--- config.mk ---
export PLATFORM = sky130hd
export DESIGN_NAME = bnn_sequencer_flat
export DESIGN_NICKNAME = d
export VERILOG_FILES = /design/src/rtl/bnn_pkg.sv /design/src/rtl/bnn_sequencer_if.sv /design/src/rtl/bnn_load_addr.sv /design/src/rtl/bnn_sequencer.sv /design/src/flat_wrapper.sv
export SDC_FILE = /design/constraint.sdc
export NUM_CORES = 1
export LEC_CHECK = 0
export ABC_AREA = 1
export ABC_CLOCK_PERIOD_IN_PS = 1800
export CAP_MARGIN = 20
export CORE_MARGIN = 1.5
export CORE_UTILIZATION = 51
export CTS_CLUSTER_SIZE = 12
export DETAILED_ROUTE_END_ITERATION = 8
export PLACE_DENSITY_LB_ADDON = 0.12
export SLEW_MARGIN = 20
export SYNTH_ARGS = -nofsm -noshare
export SYNTH_HDL_FRONTEND = slang
export SYNTH_SLANG_ARGS = --single-unit
--- constraint.sdc ---
create_clock -name clk -period 1.8 [get_ports clk]
set_clock_uncertainty 0.2 [all_clocks]
set_input_delay 0.36 -clock clk [delete_from_list [all_inputs] [get_ports clk]]
set_output_delay 0.36 -clock clk [all_outputs]
set_load 0.03 [all_outputs]
--- src/rtl/bnn_pkg.sv ---
// rtl/bnn_pkg.sv - shared types and constants for the BNN accelerator
// Purpose: state encoding and image geometry shared by the sequencer and
// every layer datapath.
// Contents: IMG_DIM, NUM_FILTERS, ADDR_W, state_t.
package bnn_pkg;

  localparam int IMG_DIM     = 28;
  localparam int NUM_FILTERS = 8;
  localparam int ADDR_W      = 5;

  typedef enum logic [2:0] {
    IDLE    = 3'd0,
    LOAD    = 3'd1,
    LAYER_1 = 3'd2,
    LAYER_2 = 3'd3,
    LAYER_3 = 3'd4
  } state_t;

endpackage

--- src/rtl/bnn_sequencer_if.sv ---
// rtl/bnn_sequencer_if.sv - pixel load and result handshake bundle
// Purpose: groups the serial pixel stream, image-buffer write port and the
// result handshake of the sequencer.
// Signals: pix_valid/pix_ready (pixel strobe), pix_wr_en/pix_row/pix_col
// (image buffer write), result/result_valid/result_ack (classification).
// Modports: master = sequencer side, slave = environment side.
interface bnn_sequencer_if;
  import bnn_pkg::*;

  logic              pix_valid;
  logic              pix_ready;
  logic              pix_wr_en;
  logic [ADDR_W-1:0] pix_row;
  logic [ADDR_W-1:0] pix_col;
  logic [3:0]        result;
  logic              result_valid;
  logic              result_ack;

  modport master (
    input  pix_valid, result_ack,
    output pix_ready, pix_wr_en, pix_row, pix_col, result, result_valid
  );

  modport slave (
    output pix_valid, result_ack,
    input  pix_ready, pix_wr_en, pix_row, pix_col, result, result_valid
  );

endinterface

--- src/rtl/bnn_load_addr.sv ---
// rtl/bnn_load_addr.sv - row/column address counter for the image load
// Purpose: walks the image buffer column-first, wrapping the column at
// IMG_DIM-1 and then advancing the row.
// Ports: clk, rst_n (sync, active-low), clr (back to (0,0)), inc (advance),
// row/col (current address), last (address is (IMG_DIM-1, IMG_DIM-1)).
module bnn_load_addr
  import bnn_pkg::ADDR_W;
#(
  parameter int IMG_DIM = 28
) (
  input  logic              clk,
  input  logic              rst_n,
  input  logic              clr,
  input  logic              inc,
  output logic [ADDR_W-1:0] row,
  output logic [ADDR_W-1:0] col,
  output logic              last
);

  localparam logic [ADDR_W-1:0] MAX_IDX = ADDR_W'(IMG_DIM - 1);

  logic [ADDR_W-1:0] r_row;
  logic [ADDR_W-1:0] r_col;

  always_ff @(posedge clk) begin
    if (!rst_n || clr) begin
      r_row <= '0;
      r_col <= '0;
    end else if (inc) begin
      if (r_col == MAX_IDX) begin
        r_col <= '0;
        r_row <= (r_row == MAX_IDX) ? '0 : r_row + ADDR_W'(1);
      end else begin
        r_col <= r_col + ADDR_W'(1);
      end
    end
  end

  assign row  = r_row;
  assign col  = r_col;
  assign last = (r_row == MAX_IDX) && (r_col == MAX_IDX);

endmodule

--- src/rtl/bnn_sequencer.sv ---
// rtl/bnn_sequencer.sv - frame sequencer for the three-layer BNN
// Purpose: loads one IMG_DIM x IMG_DIM image, then steps the layer datapaths
// LAYER_1..LAYER_3, captures the class and guards each layer with a watchdog.
// Ports: clk, rst_n (sync, active-low), start, abort, state (to layers),
// layer_rst_n (first-cycle clear to layers), l1/l2/l3_done (sticky flags),
// class_in, busy, error, bus (pixel stream, buffer write, result handshake).
module bnn_sequencer
  import bnn_pkg::state_t, bnn_pkg::IDLE, bnn_pkg::LOAD,
         bnn_pkg::LAYER_1, bnn_pkg::LAYER_2, bnn_pkg::LAYER_3;
#(
  parameter int IMG_DIM = bnn_pkg::IMG_DIM,
  parameter int TIMEOUT = 4095
) (
  input  logic                   clk,
  input  logic                   rst_n,
  input  logic                   start,
  input  logic                   abort,
  output state_t                 state,
  output logic                   layer_rst_n,
  input  logic                   l1_done,
  input  logic                   l2_done,
  input  logic                   l3_done,
  input  logic [3:0]             class_in,
  output logic                   busy,
  output logic                   error,
  bnn_sequencer_if.master        bus
);

  // Last watchdog value at which the layer still gets a chance to finish;
  // this bounds the stay in any layer state to exactly TIMEOUT cycles.
  localparam logic [11:0] WD_LAST = 12'(TIMEOUT - 1);

  state_t      r_state;
  logic        r_layer_rst_n;
  logic        r_error;
  logic        r_result_valid;
  logic [3:0]  r_result;
  logic [11:0] r_wdog;

  logic        w_clr;
  logic        w_inc;
  logic        w_last;
  logic        w_first;
  logic        w_done;
  logic        w_timeout;
  logic [4:0]  w_row;
  logic [4:0]  w_col;

  assign w_clr = (r_state == IDLE) && start;
  assign w_inc = (r_state == LOAD) && bus.pix_valid;

  bnn_load_addr #(.IMG_DIM(IMG_DIM)) u_load_addr (
    .clk   (clk),
    .rst_n (rst_n),
    .clr   (w_clr),
    .inc   (w_inc),
    .row   (w_row),
    .col   (w_col),
    .last  (w_last)
  );

  // layer_rst_n is low only in the entry cycle of a layer, so it doubles as
  // the "first cycle" marker used to drop a stale done from the last frame.
  assign w_first = !r_layer_rst_n;

  always_comb begin
    w_done = 1'b0;
    case (r_state)
      LAYER_1: w_done = l1_done;
      LAYER_2: w_done = l2_done;
      LAYER_3: w_done = l3_done;
      default: w_done = 1'b0;
    endcase
    w_done = w_done && !w_first;
  end

  assign w_timeout = (r_wdog == WD_LAST);

  always_ff @(posedge clk) begin
    if (!rst_n) begin
      r_state        <= IDLE;
      r_layer_rst_n  <= 1'b0;
      r_error        <= 1'b0;
      r_result_valid <= 1'b0;
      r_result       <= 4'd0;
      r_wdog         <= 12'd0;
    end else begin
      r_layer_rst_n <= 1'b1;
      if (bus.result_ack) begin
        r_result_valid <= 1'b0;
      end
      case (r_state)
        IDLE: begin
          if (start) begin
            r_state        <= LOAD;
            r_error        <= 1'b0;
            r_result_valid <= 1'b0;
          end
        end
        LOAD: begin
          if (abort) begin
            r_state <= IDLE;
          end else if (w_inc && w_last) begin
            r_state       <= LAYER_1;
            r_layer_rst_n <= 1'b0;
            r_wdog        <= 12'd0;
          end
        end
        LAYER_1, LAYER_2, LAYER_3: begin
          r_wdog <= r_wdog + 12'd1;
          if (abort) begin
            r_state <= IDLE;
          end else if (w_done) begin
            if (r_state == LAYER_3) begin
              // A capture overrides an ack seen on the same edge.
              r_result       <= class_in;
              r_result_valid <= 1'b1;
              r_state        <= IDLE;
            end else begin
              r_state       <= (r_state == LAYER_1) ? LAYER_2 : LAYER_3;
              r_layer_rst_n <= 1'b0;
              r_wdog        <= 12'd0;
            end
          end else if (w_timeout) begin
            r_error <= 1'b1;
            r_state <= IDLE;
          end
        end
        default: r_state <= IDLE;
      endcase
    end
  end

  assign state            = r_state;
  assign layer_rst_n      = r_layer_rst_n;
  assign busy             = (r_state != IDLE);
  assign error            = r_error;
  assign bus.pix_ready    = (r_state == LOAD);
  assign bus.pix_wr_en    = rst_n && w_inc;
  assign bus.pix_row      = w_row;
  assign bus.pix_col      = w_col;
  assign bus.result       = r_result;
  assign bus.result_valid = r_result_valid;

endmodule

--- src/flat_wrapper.sv ---
// flat-port wrapper written by rule: the top's interface ports become plain ports
module bnn_sequencer_flat import bnn_pkg::state_t, bnn_pkg::IDLE, bnn_pkg::LOAD,
         bnn_pkg::LAYER_1, bnn_pkg::LAYER_2, bnn_pkg::LAYER_3;
#(
  parameter int IMG_DIM = bnn_pkg::IMG_DIM,
  parameter int TIMEOUT = 4095
)
  (clk, rst_n, start, abort, state, layer_rst_n, l1_done, l2_done, l3_done, class_in, busy, error, bus_pix_valid, bus_result_ack, bus_pix_ready, bus_pix_wr_en, bus_pix_row, bus_pix_col, bus_result, bus_result_valid);
  bnn_sequencer_if bus_i ();
  input  logic clk;
  input  logic rst_n;
  input  logic start;
  input  logic abort;
  output state_t state;
  output logic layer_rst_n;
  input  logic l1_done;
  input  logic l2_done;
  input  logic l3_done;
  input  logic [3:0] class_in;
  output logic busy;
  output logic error;
  input wire logic [$bits(bus_i.pix_valid)-1:0] bus_pix_valid;
  input wire logic [$bits(bus_i.result_ack)-1:0] bus_result_ack;
  output wire logic [$bits(bus_i.pix_ready)-1:0] bus_pix_ready;
  output wire logic [$bits(bus_i.pix_wr_en)-1:0] bus_pix_wr_en;
  output wire logic [$bits(bus_i.pix_row)-1:0] bus_pix_row;
  output wire logic [$bits(bus_i.pix_col)-1:0] bus_pix_col;
  output wire logic [$bits(bus_i.result)-1:0] bus_result;
  output wire logic [$bits(bus_i.result_valid)-1:0] bus_result_valid;
  assign bus_i.pix_valid = bus_pix_valid;
  assign bus_i.result_ack = bus_result_ack;
  assign bus_pix_ready = bus_i.pix_ready;
  assign bus_pix_wr_en = bus_i.pix_wr_en;
  assign bus_pix_row = bus_i.pix_row;
  assign bus_pix_col = bus_i.pix_col;
  assign bus_result = bus_i.result;
  assign bus_result_valid = bus_i.result_valid;
  bnn_sequencer #(.IMG_DIM(IMG_DIM), .TIMEOUT(TIMEOUT)) u_core (.clk(clk), .rst_n(rst_n), .start(start), .abort(abort), .state(state), .layer_rst_n(layer_rst_n), .l1_done(l1_done), .l2_done(l2_done), .l3_done(l3_done), .class_in(class_in), .busy(busy), .error(error), .bus(bus_i));
endmodule
# After elaboration in Yosys (flattened, before gate mapping)

Cells that the tools add are included.
Widths: inputs -> output; s select.

$add $sub $neg: 3
Equal/unequal tests: 15
Mux-type cells: 35
Bitwise logic cells: 1
Reductions and logical operators: 18

Operators with widths:

| operator              | number |
|---|---|
| $mux 12               | 5 |
| $mux 3                | 8 |
| $pmux 12 s2           | 1 |
| $mux 1                | 14 |
| $add 12x1->12 const B | 1 |
| $eq 12x12->1 const B  | 1 |
| $add 5x1->5 const B   | 2 |
| $eq 5x5->1 const B    | 2 |
| $mux 5                | 2 |
| $pmux 3 s3            | 1 |
| $ne 2x2->1 const B    | 4 |
| $eq 3x2->1 const B    | 2 |
| $logic_and 1x1->1     | 6 |
| $pmux 1 s2            | 3 |
| $reduce_and 3->1      | 2 |
| $reduce_and 5->1      | 1 |
| $ne 2x1->1 const B    | 2 |
| $ne 4x2->1 const B    | 1 |
| $reduce_and 4->1      | 1 |
| $reduce_bool 2->1     | 2 |
| $eq 3x1->1 const B    | 1 |
| $eq 3x3->1 const B    | 1 |
| $logic_not 3->1       | 1 |
| $ne 3x2->1 const B    | 1 |
| 7 further kinds       | 7 |

Register bits: 32
Input port bits: 13
Output and inout bits: 23
Word-level logic and storage cells: 80

# Depth between registers and ports, before layout

Word-level depth: 6
Gate-level depth with buffers: 12
Mapped depth without buffers: 11

# Hierarchy

Synthesis repeated with hierarchy kept, for this count alone.

Cell total of the unflattened synthesis: 287
Area total of the unflattened synthesis: 1,933.1 sq um

Modules (own cells, without submodules):

| module        | times used | cells an instance | area an instance (sq um) |
|---|---|---|---|
| bnn_sequencer | 1          | 200               | 1,323.8 |
| bnn_load_addr | 1          | 87                | 609.3 |

# Worst setup path before layout

OpenSTA, ideal clock, no wires.

Path type: reg-to-reg
From: register u_core.u_load_addr.r_col[0], in the netlist u_core.u_load_addr.col[0]
To: register u_core.r_wdog[11]
Library setup time: 0.113 ns
Data arrival time: 1.641 ns
Data required time: 1.487 ns
Setup slack: -0.154 ns
Cell stages (with the launch flop): 12
Buffers on the path: 1
Path through: dfxtp_1 ha_1 nand2_1 inv_1 nand2_1 nor2_8 nand3_4 nand2_4 buf_4 nand4_1 nand2_1 nor2_1

Longest elaborated chain between the ends: 5

RTL lines:

| element                    | line                 | source |
|---|---|---|
| from (decl)                | bnn_load_addr.sv:23  | `logic [ADDR_W-1:0] r_col;` |
| from (signal assigned)     | bnn_load_addr.sv:34  | `r_col <= r_col + ADDR_W'(1);` |
| $eq 5x5->1                 | bnn_load_addr.sv:41  | `assign last = (r_row == MAX_IDX) && (r_col == MAX_IDX);` |
| $logic_and 1x1->1          | bnn_load_addr.sv:41  |  |
| $logic_and 1x1->1          | bnn_sequencer.sv:103 | `end else if (w_inc && w_last) begin` |
| $ne 2x1->1 (no line)       | n/a                  |  |
| $reduce_and 3->1 (no line) | n/a                  |  |
| to (signal assigned)       | bnn_sequencer.sv:110 | `r_wdog <= r_wdog + 12'd1;` |
| to (decl)                  | bnn_sequencer.sv:38  | `logic [11:0] r_wdog;` |

No other way between the ends.
A chain may end at the register's enable or synchronous reset.

# Worst setup path in the final report

From: register u_core.r_state[1], in the netlist u_core.state[1]
To: output bus_pix_wr_en

Longest elaborated chain between the ends: 3

RTL lines:

| element                | line                 | source |
|---|---|---|
| from (decl)            | bnn_sequencer.sv:33  | `state_t r_state;` |
| from (signal assigned) | bnn_sequencer.sv:120 | `r_state <= (r_state == LAYER_1) ? LAYER_2 : LAYER_3;` |
| $eq 3x1->1             | bnn_sequencer.sv:50  | `assign w_inc = (r_state == LOAD) && bus.pix_valid;` |
| $logic_and 1x1->1      | bnn_sequencer.sv:50  |  |
| $logic_and 1x1->1      | bnn_sequencer.sv:139 | `assign bus.pix_wr_en = rst_n && w_inc;` |
| to (decl)              | flat_wrapper.sv:25   | `output wire logic [$bits(bus_i.pix_wr_en)-1:0] bus_pix_wr_en;` |

No other way between the ends.

==> impl_metrics.yaml <==
worst_setup_path:
  rr_startpoint: "u_core.u_load_addr.col[0]"
  worst-path-max-fanout: 5
  rrSetupSlack_ns: 0.10
  cp_slowest_cell: "dfxtp_4"
  crit_chain: "inv_4, nand4_4, nor2_4, buf_6"
  start_kind: "flip-flop"
  required_ns: 1.24
  crit_start: "u_core.state[1]"
  crit_type: "flip-flop to output pin"
  worstPathArrival_ns: 1.18
  max_stage_delay_ns: 0.38
  end_kind: "output pin"
  reg2reg_to: "u_core.r_wdog[11]"
  reg2reg_depth: 11
  setup.worst_path.end: "bus_pix_wr_en"
detailed_routing:
  post-route-drc-count: 0
  drtIter0Drc: 74
  viasPerCell: 4.92
  routedWlPerCell_um: 10.6
  routed_wl_um: 3900
  firstDrtPassIters: 4
  drtAntennaViolNets: 0
  vias: 1804
global_routing:
  grt_pass1_vias: 1667
  grt-ovfl-total: 0
  grt.total_usage: 0.221
  grt_pass1_wl_um: 6960
  grt_max_degree: 24
  antenna_found_initial: 0
clocking:
  cts_buffers: 5
  cts_max_level: 2
  cts_tree: "yes"
  hold_buffers: 0
  clock-root-buffer: "clkbuf_4"
  cts.clk_slew.worst_paths_ns: 0.09
  clock_sinks: 32
  clk_latency_ns: 0.34
  clockBufferDepth: 2
job:
  maxCapViolCount: 0
sta:
  rsz0062_at_grt: "true"
  slew_violations: 0
  fmax_mhz: 573
  hold_ws_ns: 0.265
  hold_viol: 0
  period_share: 0.969
  slew_headroom: 0.728
  worst_pin_slew_ns: 0.405
  period_minus_slack_ns: 1.74
  final-setup-viol-count: 0
status:
  run_status: "completed"
floorplanning:
  row_count: 21
  dieWidth_um: 62.2
  ios: 36
  chipHeight_um: 62.2
  start_util: 0.532
  die_area_um2: 3870
  core_area_um2: 3360
placement:
  port_buffers: 35
  place_inst: 358
  hpwl_um: 2990
  gp_congestion: 0.848
logic_synthesis:
  postSynth.asyncResetShare: 0
  ys_warn_count: 0
  synth_top_cell_area_share: 0.358
  synth-main-ff-cell: "dfxtp_1"
  synth-seq-area-share: 0.358
  synth.distinct_cells: 29
  yosys_register_bits: 32
  synth_edf_count: 0
  synth_area_um2: 1790
  synth_area_leaders: "dfxtp_1, nand2_1, inv_1"
  synthCells: 267
  synth_top_area_cell: "dfxtp_1"
  synth.net_count: 284
  synth.avg_cell_area_um2: 6.70
power_and_ir_drop:
  power_density_nw_per_um2: 671
  power.total_mw: 1.62
  leakage_nw: 1.14
  irDropWorstVdd_mv: 0.437
min_path:
  hold_class: "flip-flop to flip-flop"
cells_and_area:
  multi_input_area_um2: 987
  fillers: 319
  regArea_um2: 662
  nets: 337
  antenna_cells: 0
  syn2layout_area_growth_pct: 35.0
  finalNonFillerCells: 367
  drive_gt1_frac: 0.190
## metal layers
layer	part of all wire	global-route usage	vias up	wire (µm)
met5	0	0	-	0
met2	0.50	0.387	29	1930
met1	0.44	0.257	814	1720
li1	-	-	954	-
met4	0.017	0.0750	0	68
met3	0.045	0.0670	7	175
## cell families (layout without fill, tap and decap cells)
group                      count (synthesis)  in the layout  synth area share
and+or+nand+nor                          160            160             0.425
adders and majority gates                  4              4            0.0280
xor gates and xnor gates                   4              4            0.0196
buffers and inverters                     47            101             0.112
DFF                                       32             32             0.358
AOI/OAI and AO/OA                         20             20            0.0573
## placed cells by master (no fill, tap or decap), drive strengths merged
cell type	n
xnor2	1
nand3b	1
nand2	78
dlymetal6s2s	1
inv	42
clkdlybuf4s50	11
dlygate4sd2	19
dfxtp	32
ha	4
nand3	18
o21ai	8
a22oi	1
clkbuf	8
nor4	2
xor2	3
nand4	12
buf	18
nor3	8
a21oi	11
nor2	39
nor3b	2
clkinv	1
clkdlybuf4s15	1
## synth_stat cells (2+ instances only)
| library cell | instances |
|---|---|
| nand3_1 | 16 |
| nor2_2 | 6 |
| inv_1 | 35 |
| nor3b_1 | 2 |
| nand2_2 | 4 |
| nor3_1 | 8 |
| ha_1 | 4 |
| inv_2 | 6 |
| nor2_1 | 32 |
| buf_4 | 2 |
| o21ai_0 | 7 |
| dfxtp_1 | 32 |
| buf_6 | 2 |
| nand2_1 | 73 |
| nor4_1 | 2 |
| a21oi_1 | 11 |
| xor2_1 | 3 |
| nand4_1 | 11 |
## what timing repair did
| action | CTS | global route |
|---|---|---|
| endpoints found under the setup margin | 23 | 24 |
| pin swaps | 1 | 3 |
| buffers inserted | 1 | 0 |
| resized for setup | 23 | 15 |
## power by group
group	internal, mW	switching (mW)
Combinational	0.124	0.177
Clock	0.313	0.260
Sequential	0.722	0.0260
Total	1.16	0.463
## area by class of cell
type	count	area share
inverter	43	0.0694
timing repair buffer	50	0.187
multi-input combinational	188	0.409
tap	46	0.0238
sequential	32	0.274
clock buffer	8	0.0373
## flip-flops by register name, indices dropped and copies added, names as in the netlist
signal                   cells
u_core.r_wdog               12
u_core.layer_rst_n           1
u_core.bus.result_valid      1
u_core.u_load_addr.row       5
u_core.state                 3
u_core.error                 1
u_core.bus.result            4
u_core.u_load_addr.col       5
## critical path, delay by kind of cell, from the launching register on
kind | cells | cell delay [ns]
buffers and inverters | 2 | 0.22
AND/OR/NAND/NOR | 2 | 0.25
flip-flops | 1 | 0.38
## stage by stage
| step | setup slack [ns] | cell area (µm²) | setup TNS [ns] | utilization |
|---|---|---|---|---|
| global placement | -0.225 | 2280 | -4.61 | 0.679 |
| CTS | 0.00657 | 2360 | 0 | 0.703 |
| detailed placement | -0.271 | 2280 | -5.67 | 0.679 |
| floorplan | 0.00576 | 1800 | 0 | - |
| global route | -0.0280 | 2410 | -0.170 | 0.718 |
| finish | 0.0559 | 2410 | 0 | 0.718 |
## worst min path at each step
| stage | end | cells after the start | from | slack, ns |
|---|---|---|---|---|
| final | u_core.bus.result[0] | 2 | u_core.bus.result[0] | 0.26 |
| after global routing | u_core.bus.result[0] | 2 | u_core.bus.result[0] | 0.31 |
| after CTS | u_core.bus.result[0] | 2 | u_core.bus.result[0] | 0.27 |
| after detailed placement | u_core.bus.result[0] | 2 | u_core.bus.result[0] | 0.26 |
| after global placement | u_core.bus.result[3] | 2 | u_core.bus.result[3] | 0.26 |
| after floorplan | u_core.error | 2 | rst_n | 0.29 |
Power figures use the tool's default switching activity.
